===== config.mk =====
export PLATFORM = sky130hd
export DESIGN_NAME = uriscv_alu_issue
export DESIGN_NICKNAME = d
export VERILOG_FILES = /design/src/rtl/uriscv_alu_issue.sv
export SDC_FILE = /design/constraint.sdc
export NUM_CORES = 1
export LEC_CHECK = 0
export BUFFER_PORTS_ARGS = -buffer_cell sky130_fd_sc_hd__buf_2
export CAP_MARGIN = 15
export CORE_UTILIZATION = 48
export CTS_CLUSTER_SIZE = 20
export DETAILED_ROUTE_END_ITERATION = 6
export PLACE_DENSITY = 0.8
export SLEW_MARGIN = 40
export SYNTH_ARGS = -nofsm -noshare
export SYNTH_HDL_FRONTEND = slang
export SYNTH_SLANG_ARGS = --single-unit

===== constraint.sdc =====
create_clock -name clk_i -period 2.13 [get_ports clk_i]
set_input_delay 0.3195 -clock clk_i [delete_from_list [all_inputs] [get_ports clk_i]]
set_output_delay 0.3195 -clock clk_i [all_outputs]
set_load 0.005 [all_outputs]

===== src/rtl/uriscv_alu_issue.sv =====
// Decode/issue stage feeding the integer ALU. It decodes RV32I ALU-class instructions
// into an op code and A/B operands and holds them in one registered valid/ready slot.
module uriscv_alu_issue #(
    parameter bit RD_ZERO_SUPPRESS = 1'b1
) (
    input  logic        clk_i,
    input  logic        rst_i,
    input  logic        flush_i,
    input  logic        in_valid_i,
    output logic        in_ready_o,
    input  logic [31:0] in_instr_i,
    input  logic [31:0] in_pc_i,
    input  logic [31:0] rs1_data_i,
    input  logic [31:0] rs2_data_i,
    output logic        out_valid_o,
    input  logic        out_ready_i,
    output logic [3:0]  out_op_o,
    output logic [31:0] out_a_o,
    output logic [31:0] out_b_o,
    output logic [4:0]  out_rd_o,
    output logic        out_rd_wr_o,
    output logic [31:0] out_pc_o,
    output logic        out_illegal_o
);

    localparam logic [3:0] RV_ALU_NONE             = 4'd0;
    localparam logic [3:0] RV_ALU_SHIFTL           = 4'd1;
    localparam logic [3:0] RV_ALU_SHIFTR           = 4'd2;
    localparam logic [3:0] RV_ALU_SHIFTR_ARITH     = 4'd3;
    localparam logic [3:0] RV_ALU_ADD              = 4'd4;
    localparam logic [3:0] RV_ALU_SUB              = 4'd6;
    localparam logic [3:0] RV_ALU_AND              = 4'd7;
    localparam logic [3:0] RV_ALU_OR               = 4'd8;
    localparam logic [3:0] RV_ALU_XOR              = 4'd9;
    localparam logic [3:0] RV_ALU_LESS_THAN        = 4'd10;
    localparam logic [3:0] RV_ALU_LESS_THAN_SIGNED = 4'd11;

    localparam logic [6:0] OPC_OP     = 7'b0110011;
    localparam logic [6:0] OPC_OP_IMM = 7'b0010011;
    localparam logic [6:0] OPC_LUI    = 7'b0110111;
    localparam logic [6:0] OPC_AUIPC  = 7'b0010111;
    localparam logic [6:0] OPC_JAL    = 7'b1101111;
    localparam logic [6:0] OPC_JALR   = 7'b1100111;

    localparam logic [6:0] F7_BASE = 7'b0000000;
    localparam logic [6:0] F7_ALT  = 7'b0100000;

    // Base op for funct3 when funct7 selects the primary (non-SUB/SRA) variant.
    function automatic logic [3:0] f3_op(input logic [2:0] f3);
        unique case (f3)
            3'd0:    f3_op = RV_ALU_ADD;
            3'd1:    f3_op = RV_ALU_SHIFTL;
            3'd2:    f3_op = RV_ALU_LESS_THAN_SIGNED;
            3'd3:    f3_op = RV_ALU_LESS_THAN;
            3'd4:    f3_op = RV_ALU_XOR;
            3'd5:    f3_op = RV_ALU_SHIFTR;
            3'd6:    f3_op = RV_ALU_OR;
            default: f3_op = RV_ALU_AND;
        endcase
    endfunction

    logic [6:0]  opcode;
    logic [2:0]  funct3;
    logic [6:0]  funct7;
    logic [4:0]  rd;
    logic [31:0] imm_i;
    logic [31:0] imm_u;
    logic [31:0] shamt;

    assign opcode = in_instr_i[6:0];
    assign funct3 = in_instr_i[14:12];
    assign funct7 = in_instr_i[31:25];
    assign rd     = in_instr_i[11:7];
    assign imm_i  = {{20{in_instr_i[31]}}, in_instr_i[31:20]};
    assign imm_u  = {in_instr_i[31:12], 12'b0};
    assign shamt  = {27'b0, in_instr_i[24:20]};

    logic        dec_legal;
    logic [3:0]  dec_op;
    logic [31:0] dec_a;
    logic [31:0] dec_b;
    logic        dec_rd_wr;

    // Decode the incoming instruction; illegal encodings collapse to NONE with a=pc, b=0.
    always_comb begin
        dec_legal = 1'b0;
        dec_op    = RV_ALU_NONE;
        dec_a     = in_pc_i;
        dec_b     = 32'd0;
        case (opcode)
            OPC_OP: begin
                dec_a = rs1_data_i;
                dec_b = rs2_data_i;
                if (funct7 == F7_BASE) begin
                    dec_legal = 1'b1;
                    dec_op    = f3_op(funct3);
                end else if (funct7 == F7_ALT && funct3 == 3'd0) begin
                    dec_legal = 1'b1;
                    dec_op    = RV_ALU_SUB;
                end else if (funct7 == F7_ALT && funct3 == 3'd5) begin
                    dec_legal = 1'b1;
                    dec_op    = RV_ALU_SHIFTR_ARITH;
                end
            end
            OPC_OP_IMM: begin
                dec_a = rs1_data_i;
                if (funct3 == 3'd1) begin
                    dec_legal = (funct7 == F7_BASE);
                    dec_op    = RV_ALU_SHIFTL;
                    dec_b     = shamt;
                end else if (funct3 == 3'd5) begin
                    dec_legal = (funct7 == F7_BASE) || (funct7 == F7_ALT);
                    dec_op    = (funct7 == F7_ALT) ? RV_ALU_SHIFTR_ARITH : RV_ALU_SHIFTR;
                    dec_b     = shamt;
                end else begin
                    dec_legal = 1'b1;
                    dec_op    = f3_op(funct3);
                    dec_b     = imm_i;
                end
            end
            OPC_LUI: begin
                dec_legal = 1'b1;
                dec_op    = RV_ALU_ADD;
                dec_a     = 32'd0;
                dec_b     = imm_u;
            end
            OPC_AUIPC: begin
                dec_legal = 1'b1;
                dec_op    = RV_ALU_ADD;
                dec_b     = imm_u;
            end
            OPC_JAL: begin
                dec_legal = 1'b1;
                dec_op    = RV_ALU_ADD;
                dec_b     = 32'd4;
            end
            OPC_JALR: begin
                dec_legal = (funct3 == 3'd0);
                dec_op    = RV_ALU_ADD;
                dec_b     = 32'd4;
            end
            default: dec_legal = 1'b0;
        endcase
        if (!dec_legal) begin
            dec_op = RV_ALU_NONE;
            dec_a  = in_pc_i;
            dec_b  = 32'd0;
        end
        dec_rd_wr = dec_legal && !(RD_ZERO_SUPPRESS && rd == 5'd0);
    end

    logic        valid_q;
    logic [3:0]  op_q;
    logic [31:0] a_q;
    logic [31:0] b_q;
    logic [4:0]  rd_q;
    logic        rd_wr_q;
    logic [31:0] pc_q;
    logic        illegal_q;
    logic        accept;

    assign in_ready_o = !rst_i && (!valid_q || out_ready_i);
    assign accept     = in_valid_i && in_ready_o;

    // Issue slot: reset > flush > accept > consume; fields only change on accept.
    always_ff @(posedge clk_i) begin
        if (rst_i) begin
            valid_q   <= 1'b0;
            op_q      <= RV_ALU_NONE;
            a_q       <= 32'd0;
            b_q       <= 32'd0;
            rd_q      <= 5'd0;
            rd_wr_q   <= 1'b0;
            pc_q      <= 32'd0;
            illegal_q <= 1'b0;
        end else if (flush_i) begin
            valid_q <= 1'b0;
        end else if (accept) begin
            valid_q   <= 1'b1;
            op_q      <= dec_op;
            a_q       <= dec_a;
            b_q       <= dec_b;
            rd_q      <= rd;
            rd_wr_q   <= dec_rd_wr;
            pc_q      <= in_pc_i;
            illegal_q <= !dec_legal;
        end else if (out_ready_i) begin
            valid_q <= 1'b0;
        end
    end

    assign out_valid_o   = valid_q;
    assign out_op_o      = op_q;
    assign out_a_o       = a_q;
    assign out_b_o       = b_q;
    assign out_rd_o      = rd_q;
    assign out_rd_wr_o   = rd_wr_q;
    assign out_pc_o      = pc_q;
    assign out_illegal_o = illegal_q;

endmodule


; After elaboration in Yosys (flattened, before gate mapping)
; Cells that the tools add are included.
[totals]
output_inout_bits = 109
regBits = 108
input_bits = 133
elab_cells = 68
[op_classes]
bitwise = 1
n_eq_ne = 13
muxes = 24
n_reduce_logical = 22
[op_table]
columns = operator, count
row1 = two-way mux 32 bit, 4
row2 = case mux 32 bit (4 select lines), 1
row3 = case mux 32 bit (2 select lines), 1
row4 = case mux 4 bit (7 select lines), 1
row5 = equality test 7 x 6 -> 1 bit (second input constant), 3
row6 = case mux 4 bit (5 select lines), 1
row7 = two-way mux 4 bit, 4
row8 = equality test 7 x 5 -> 1 bit (second input constant), 2
row9 = equality test 7 bit (second input constant), 2
row10 = case mux 4 bit (3 select lines), 1
row11 = equality test 3 bit (second input constant), 3
row12 = two-way mux 1 bit, 8
row13 = OR reduction 2 bit, 4
row14 = zero test 7 bit, 1
row15 = equality test 3 x 2 -> 1 bit (second input constant), 2
row16 = logical AND 1 bit, 5
row17 = zero test 5 bit, 1
row18 = zero test 1 bit, 4
row19 = case mux 1 bit (4 select lines), 1
row20 = OR reduction 4 bit, 1
row21 = equality test 3 x 1 -> 1 bit (second input constant), 1
row22 = zero test 3 bit, 1
row23 = two-way mux 3 bit, 1
row24 = OR reduction 3 bit, 1
row25 = 5 further kinds, 6

; Depth between registers and ports, before layout
; Gate-level depths: netlist (run 1).
[logic_depth]
depth_word = 7
depth_mapped = 8
depth_no_buf = 5

; Worst setup path before layout (run 1)
; OpenSTA, ideal clock, no wires.
[synth_path]
path_kind = input -> register
from = in in_instr_i[30]
to = reg a_q[31], in the netlist out_a_o[31]
path_slack_ps = 281
arrival_time_ps = 1727
path_stages = 8
path_buffers = 3
path_cell_list = clkbuf_1 nand2b_1 a31oi_1 or2_0 clkbuf_1 clkbuf_1 a21oi_1 a311o_1
[synth_between]
elab_chain_len = 7
elab_cells_between_ends = 12
cone_classes = eq/ne (1) / mux (7) / reduce/logical (4)
[synth_lines]
columns = element, line
row1 = "start, declared", 11  ; input logic [31:0] in_instr_i,
row2 = equality test 7 x 6 -> 1 bit, "97, 100, 112"
row3 = logical AND 1 bit, 100  ; end else if (funct7 == F7_ALT && funct3 == 3'd5) begin
row4 = two-way mux 1 bit, 100
row5 = two-way mux 1 bit, 97  ; end else if (funct7 == F7_ALT && funct3 == 3'd0) begin
row6 = two-way mux 1 bit, 94  ; if (funct7 == F7_BASE) begin
row7 = case mux 1 bit (4 select lines) (*), 90  ; case (opcode)
row8 = two-way mux 32 bit (*), 144  ; if (!dec_legal) begin
row9 = "end signal, assigned", 170  ; a_q <= 32'd0;
row10 = "end signal, assigned", 181  ; a_q <= dec_a;
row11 = "end, declared", 154  ; logic [31:0] a_q;
; Every way passes the cells marked *; elsewhere a longest branch is shown, timed or not.
; A chain may end at the register's enable or synchronous reset.

; Worst setup path after layout (run 1)
[layout_path]
from = in in_instr_i[3]
to = reg a_q[10], in the netlist out_a_o[10]
[layout_between]
elab_chain_len = 4
elab_cells_between_ends = 11
cone_classes = eq/ne (6) / mux (3) / reduce/logical (2)
[layout_lines]
columns = element, line
row1 = equality test 7 bit (tied with other cells), 90
row2 = OR reduction 3 bit (no source line) or OR reduction 2 bit (tied branches), n/a
row3 = case mux 1 bit (4 select lines) or case mux 32 bit (2 select lines) (tied branches), 90
row4 = two-way mux 32 bit (*), 144
; Marked as above.

==> results of run 1 <==
[per-stage QoR]
stage / area, µm² / hold slack [ns] / power [mW] / setup WS, ns / instances
2_1_floorplan: 5640 / 0.443 / 2.45 / 0.281 / 737
3_3_place_gp: 7150 / 0.438 / 2.75 / 0.0383 / 1067
3_5_place_dp: 7150 / 0.442 / 2.75 / 0.00908 / 1067
4_1_cts: 7440 / 0.206 / 4.40 / 0.364 / 1083
5_1_grt: 7440 / 0.207 / 4.56 / 0.166 / 1083
6_report: 7440 / 0.212 / 4.39 / 0.370 / 1083
[worst max-delay path by stage]
stage                         from                       end  slack (ns)  depth (start not counted)
floorplan           in_instr_i[30]  out_a_o[31]$_SDFFE_PP0P_        0.28                          8
global placement     in_instr_i[3]   out_a_o[0]$_SDFFE_PP0P_        0.04                          7
finish               in_instr_i[3]  out_a_o[10]$_SDFFE_PP0P_        0.37                          7
CTS                  in_instr_i[3]  out_a_o[10]$_SDFFE_PP0P_        0.36                          7
detailed placement   in_instr_i[3]  out_a_o[10]$_SDFFE_PP0P_       0.009                          7
global route        in_instr_i[26]  out_a_o[10]$_SDFFE_PP0P_        0.17                          7
[critical path: stages]
cell and delay [ns]:
buf_2 0.14, nor4b_4 0.35, nand4_1 0.26, o211ai_4 0.33
buf_12 0.21, o211ai_1 0.10, a311oi_1 0.29
[cells in the mapped netlist (all sizes together) (4+ instances only)]
library cell / n / area (µm²)
a21oi: 78 / 390
a311oi: 31 / 272
a32oi: 30 / 263
and3: 34 / 213
buf: 21 / 118
clkbuf: 70 / 263
dfxtp: 108 / 2160
nand2: 131 / 492
nand2b: 4 / 25.0
nand3: 45 / 225
nor2: 44 / 168
nor2b: 4 / 25.0
o211ai: 84 / 636
o21ai: 13 / 65.1
[routing by layer]
metal | share of wire, % | GRT usage (%) | up-vias
li1 | - | - | 3118
met1 | 42 | 39.8 | 3019
met2 | 48 | 50.3 | 325
met3 | 7.7 | 6.20 | 30
met4 | 2.1 | 9.60 | 0
met5 | 0 | 0 | -
[layout by cell type, fill, tap and decap left out, types with 24 or more instances in the layout]
cell,n
nor2_1,43
a32oi_1,30
o211ai_1,83
a21oi_1,78
nand2_1,131
and3_1,33
a311oi_1,31
dfxtp_1,108
nand3_1,44
buf_2,240
buf_4,24
[logic make-up after synthesis]
logic type / Yosys count
mux: 5
buf+inv: 93
simple gates: 278
compound gates: 253
flops: 108
[power breakdown]
group	switching, mW	internal, mW	total (mW)
clock network	0.819	0.853	1.67
logic	0.340	0.272	0.612
registers	0.0271	2.07	2.10
[cell type report]
| class | count | share of cell area (%) |
|---|---|---|
| Inverter | 2 | 0.101 |
| Clock buffer | 10 | 3.21 |
| Clock inverter | 6 | 0.740 |
| Sequential cell | 108 | 29.1 |
| Multi-Input combinational cell | 536 | 42.1 |
| Timing Repair Buffer | 278 | 22.3 |
| Tap cell | 143 | 2.40 |
[registers in the layout, indices dropped and copies added, names as in the netlist]
| name | cells |
|---|---|
| out_rd_o | 5 |
| out_valid_o | 1 |
| out_pc_o | 32 |
| out_a_o | 32 |
| out_illegal_o | 1 |
| out_rd_wr_o | 1 |
| out_b_o | 32 |
| out_op_o | 4 |
==> impl_metrics.csv, run 1 <==
group,metric,value,unit
clock_network,clockBufferDepth,2,
setup_path,cp.arrival,2.01,ns
route,via_per_inst,5.99,
sta,max_freq,568,MHz
sta,finalWorstPathRequiredPeriod,1.76,ns
grt,antenna_found_initial,0,
synthesis,synth_mux_area_share,0.953,%
sta,clock_skew,0.00636,ns
synthesis,netlist_area,5640,µm²
final_layout,multi_input_area,3140,µm²
hold_path,min_from,"in_instr_i[10]",
floorplan,die_area,12200,µm²
sta,drv_slew,0,
synthesis,avgSynthCellArea,7.66,µm²
synthesis,yosys.area_share.adder,0,%
sta,slew_headroom,67.1,%
floorplan,initial_core_util,49.4,%
place,hpwl,13000,µm
sta,final-setup-viol-count,0,
grt,grt_pass1_vias,5922,
clock_network,clock_sinks,108,
setup_path,worstSetupPathType,"in -> reg",
synthesis,ys_seq_area_share,38.3,%
hold_path,holdPathEnd,"out_rd_o[3]$_SDFFE_PP0P_",
clock_network,cts_root_buffer,"clkbuf_16",
sta,min_period_over_period,82.6,%
sta,worst-slew-pin-transition,0.491,ns
setup_path,reg2reg_depth,5,
synthesis,synth-warning-count,0,
route,ant_nets,0,
place,port_buffers,241,
grt,grt_max_degree,109,
synthesis,yosysUniqueCellTypes,45,
synthesis,synth_nets,870,
synthesis,synthXorXnorAreaFrac,0,%
route,routedWlPerCell,17.5,µm
setup_path,r2r_setup_slack,0.61,ns
final_layout,postLayoutCoreUtil,65.2,%
clock_network,htree_levels,3,
place,place_congestion,0.829,
floorplan,core_area,11400,µm²
clock_network,cts_resized,0,
final_layout,syn_to_final_growth,31.8,%
final_layout,drive_above_1_share,32.7,%
route,drt-total-wl,18900,µm
grt,grt-ovfl-total,0,
clock_network,numCtsBuffers,9,
setup_path,crit_required,2.38,ns
clock_network,clock_latency,0.35,ns
route,drtIter0Drc,737,
floorplan,die_w,110,µm
pwr,p_per_area,589,nW/µm²
grt,grtUsageTotal,30.5,%
final_layout,fillers,1030,
synthesis,synthCells,737,
sta,rsz0062_at_grt,"no",
floorplan,row_count,39,
hold_path,hp-class,"in -> reg",
hold_path,min_path_cells,3,
synthesis,synth_top_family_by_area,"compound AO/OA/AOI/OAI gates",
clock_network,cts_hold_buf,0,
setup_path,crit_path_end_kind,"flop",
route,drtPass1Iterations,5,
synthesis,synth-compound-area-share,31.3,%
clock_network,cts_setup_buffers,0,
sta,finalHoldViolCount,0,
synthesis,synth-edff-count,0,
clock_network,cts_tree,"built",
pwr,p_leak,3.07,nW
grt,grt_pass1_wl,30600,µm
setup_path,crit_fanout,24,
setup_path,r2r_end,"out_b_o[1]$_SDFFE_PP0P_",
final_layout,layout.area.seq,2160,µm²
setup_path,start_kind,"input pin",
synthesis,synthArstFlopShare,0,%
job,maxCapViolCount,0,
route,num_vias,6492,
synthesis,synthSimpleGateAreaFrac,22.6,%
clock_network,path_clk_slew,0.08,ns
final_layout,n_antenna_cell,0,
status,status,"complete, no violations",
floorplan,io_pins,242,
route,drt_drc_violations_left,0,
setup_path,r2r-start,"out_valid_o$_SDFFE_PP0P_",
sta,totalNegativeSetupSlack,0,ns
synthesis,ys.flop_type,"dfxtp_1",
floorplan,dieHeight,110,µm
synthesis,synth-seq-cells,108,
final_layout,final_net_count,1068,
pwr,peakVddDrop,0.511,mV
(Power assumes the default switching activity.)
==> inputs of run 2 (changes only) <==
--- a/config.mk
+++ b/config.mk
@@ -5,9 +5,10 @@
 export SDC_FILE = /design/constraint.sdc
 export NUM_CORES = 1
 export LEC_CHECK = 0
+export ABC_AREA = 1
 export BUFFER_PORTS_ARGS = -buffer_cell sky130_fd_sc_hd__buf_2
 export CAP_MARGIN = 15
-export CORE_UTILIZATION = 48
+export CORE_UTILIZATION = 46
 export CTS_CLUSTER_SIZE = 20
 export DETAILED_ROUTE_END_ITERATION = 6
 export PLACE_DENSITY = 0.8
==> constraint.sdc (replaced) <==
create_clock -name clk_i -period 1.69 [get_ports clk_i]
set_input_delay 0.2535 -clock clk_i [delete_from_list [all_inputs] [get_ports clk_i]]
set_output_delay 0.2535 -clock clk_i [all_outputs]
set_load 0.005 [all_outputs]
==> run 2 against run 1 <==
Effect of this change:
- area after synthesis is 12% lower
- critical path depth grew 4
- die area down 7.9%
- non-clock buffer count fell by 1
- power grew 12%
- register-to-register slack got worse by 0.31 ns
- final cell count increased by 4.6%
- clock skew up 0.0064 ns
- global-route usage shrank 2.5 points
- synthesized cell count up 2.0%
- combinational power shrank 3.4%
- sequential power rose by 26%
- largest power group unchanged
==> impl_metrics.csv, run 2 <==
group,metric,value,unit
synthesis,synthTopCellsByArea,"dfxtp_1 43%, nand2_1 21%, a21oi_1 11%",
clock_network,clock_sinks,108,
synthesis,synthCells,752,
hold_path,hp-class,"in -> reg",
pwr,p_per_area,731,nW/µm²
hold_path,min_path_cells,2,
job,maxCapViolCount,0,
synthesis,ys_seq_area_share,43.5,%
place,hpwl,11500,µm
final_layout,design_area,6700,µm²
synthesis,synth-warning-count,0,
setup_path,r2r_end,"out_a_o[31]$_SDFFE_PP0P_",
final_layout,syn_to_final_growth,34.7,%
clock_network,path_clk_slew,0.10,ns
place,port_buffers,241,
sta,final-setup-viol-count,0,
route,drt-total-wl,15700,µm
place,place_congestion,0.910,
synthesis,avgSynthCellArea,6.61,µm²
route,via_per_inst,5.08,
clock_network,numCtsBuffers,9,
hold_path,min_from,"flush_i",
setup_path,crit_fanout,32,
setup_path,cp.arrival,1.70,ns
sta,min_period_over_period,83.3,%
grt,grt_pass1_wl,25000,µm
floorplan,dieHeight,106,µm
final_layout,final_net_count,1125,
synthesis,synthArstFlopShare,0,%
synthesis,netlist_area,4970,µm²
synthesis,ys.flop_type,"dfxtp_1",
clock_network,cts_tree,"built",
sta,drv_slew,0,
clock_network,clock_latency,0.36,ns
sta,finalHoldViolCount,0,
final_layout,n_antenna_cell,0,
setup_path,reg2reg_depth,7,
clock_network,cts_root_buffer,"clkbuf_8",
synthesis,yosysTopAreaCell,"dfxtp_1",
hold_path,holdPathEnd,"out_valid_o$_SDFFE_PP0P_",
floorplan,die_area,11200,µm²
route,num_vias,5754,
clock_network,clockBufferDepth,2,
route,ant_nets,0,
floorplan,row_count,37,
synthesis,yosysUniqueCellTypes,21,
setup_path,r2r_setup_slack,0.30,ns
synthesis,synth_top_area_share,43.5,%
status,status,"complete, no violations",
floorplan,core_area,10400,µm²
route,drtIter0Drc,460,
route,drtPass1Iterations,5,
synthesis,synth_most_common_cell,"nand2_1",
setup_path,start_kind,"input pin",
sta,finalWorstPathRequiredPeriod,1.41,ns
final_layout,final_common_cell,"nand2_1",
pwr,p_leak,3.28,nW
sta,worst-slew-pin-transition,0.506,ns
route,routedWlPerCell,13.9,µm
synthesis,synth_common_cells,"274 x nand2_1, 110 x a21oi_1, 108 x dfxtp_1, 82 x nor2_1, 48 x o21ai_0",
synthesis,synth-seq-cells,108,
setup_path,r2r-start,"out_valid_o$_SDFFE_PP0P_",
clock_network,htree_levels,3,
sta,clock_skew,0.0127,ns
pwr,peakVddDrop,0.357,mV
final_layout,layout_common_cells,"274 x nand2_1, 241 x buf_2, 110 x a21oi_1",
grt,grt_pass1_vias,5231,
floorplan,die_w,106,µm
sta,slew_headroom,66.3,%
sta,rsz0062_at_grt,"no",
setup_path,crit_path_end_kind,"flop",
route,drt_drc_violations_left,0,
setup_path,crit_required,1.98,ns
synthesis,synth-edff-count,0,
setup_path,worstSetupPathType,"in -> reg",
grt,grtUsageTotal,27.9,%
clock_network,cts_hold_buf,0,
sta,max_freq,710,MHz
floorplan,io_pins,242,
grt,grt-ovfl-total,0,
grt,grt_max_degree,79,
final_layout,drive_above_1_share,30.8,%
sta,hold_slack,0.0708,ns
place,place_area,6480,µm²
synthesis,synth_nets,885,
grt,antenna_found_initial,0,
floorplan,initial_core_util,47.7,%
## run 2: changes by cell type after synthesis, moves of 8 or more
cell and change:
nor2_1 +39, inv_1 +26, o21ai_0 +35, a311oi_1 -31
and3_1 -34, buf_4 +8, buf_2 -13, a21oi_1 +32
clkbuf_1 -38, nand2_1 +143, o211ai_1 -68, nand3_1 -23
a32oi_1 -30
## run 2: where the power goes
group          leakage (nW)  switching (mW)  internal [mW]
clock                 0.104           0.910          0.751
sequential            0.877          0.0321           2.61
combinational          2.29           0.328          0.264
## run 2: worst max-delay path by stage
stage                     cells past startpoint                     start  slack, ns                       end
after global placement                       11            in_instr_i[29]      -0.05  out_b_o[27]$_SDFFE_PP0P_
after CTS                                     7  out_valid_o$_SDFFE_PP0P_       0.15  out_a_o[31]$_SDFFE_PP0P_
final                                        11            in_instr_i[29]       0.28   out_a_o[9]$_SDFFE_PP0P_
after detailed placement                     11            in_instr_i[29]      -0.05   out_a_o[8]$_SDFFE_PP0P_
after floorplan                              12             in_instr_i[6]       0.20  out_a_o[31]$_SDFFE_PP0P_
after global routing                          7  out_valid_o$_SDFFE_PP0P_       0.15  out_a_o[31]$_SDFFE_PP0P_
## run 2: timing repair
action | CTS | global route
hold endpoints to repair | 0 | 0
endpoints found under the setup margin | 0 | 1
buffers inserted | 0 | 0
resized for setup | 0 | 1
## run 2: layer usage
metal	global-route usage [%]	up-vias	wire length [µm]	part of all wire, %
met4	11.2	0	432	2.7
met1	34.3	2556	6540	42
met5	0	-	0	0
met2	47.6	276	7460	47
met3	5.89	34	1300	8.3
li1	-	2888	-	-
## run 2: area by class of cell
| class | count | area [µm²] |
|---|---|---|
| fillers | 998 | 3720 |
| flip-flops and latches | 108 | 2160 |
| repair buffers | 277 | 1560 |
| clock inverters | 5 | 68.8 |
| well taps | 136 | 170 |
| inverters | 32 | 120 |
| clock buffers | 11 | 141 |
| multi-input cells | 564 | 2480 |
## run 2: through the flow
step / setup slack (ns) / instances / total power [mW] / util, % / setup TNS (ns)
after floorplan: 0.204 / 752 / 2.95 / - / 0
after global placement: -0.0458 / 1117 / 3.29 / 62.2 / -1.33
after detailed placement: -0.0525 / 1117 / 3.29 / 62.2 / -1.49
after CTS: 0.147 / 1133 / 4.93 / 64.3 / 0
after global routing: 0.147 / 1133 / 5.10 / 64.3 / 0
final: 0.282 / 1133 / 4.90 / 64.3 / 0
## run 2: worst max-delay path, cell delays in order
cell	delay, ns
buf_2	0.11
nor2_1	0.14
nand2_1	0.09
o21ai_0	0.28
nand3_1	0.13
nand2_2	0.13
nor2_4	0.06
buf_12	0.16
nor2_1	0.14
nor2_1	0.06
a21oi_1	0.13
## run 2: cells by family (layout without fill, tap and decap cells)
family                 count (synthesis)  count (layout)  synth area share, %
AO/OA/AOI/OAI                        175             175                 18.5
buffers and inverters                 80             325                 6.82
flip-flops                           108             108                 43.5
AND/OR/NAND/NOR                      389             389                 31.2
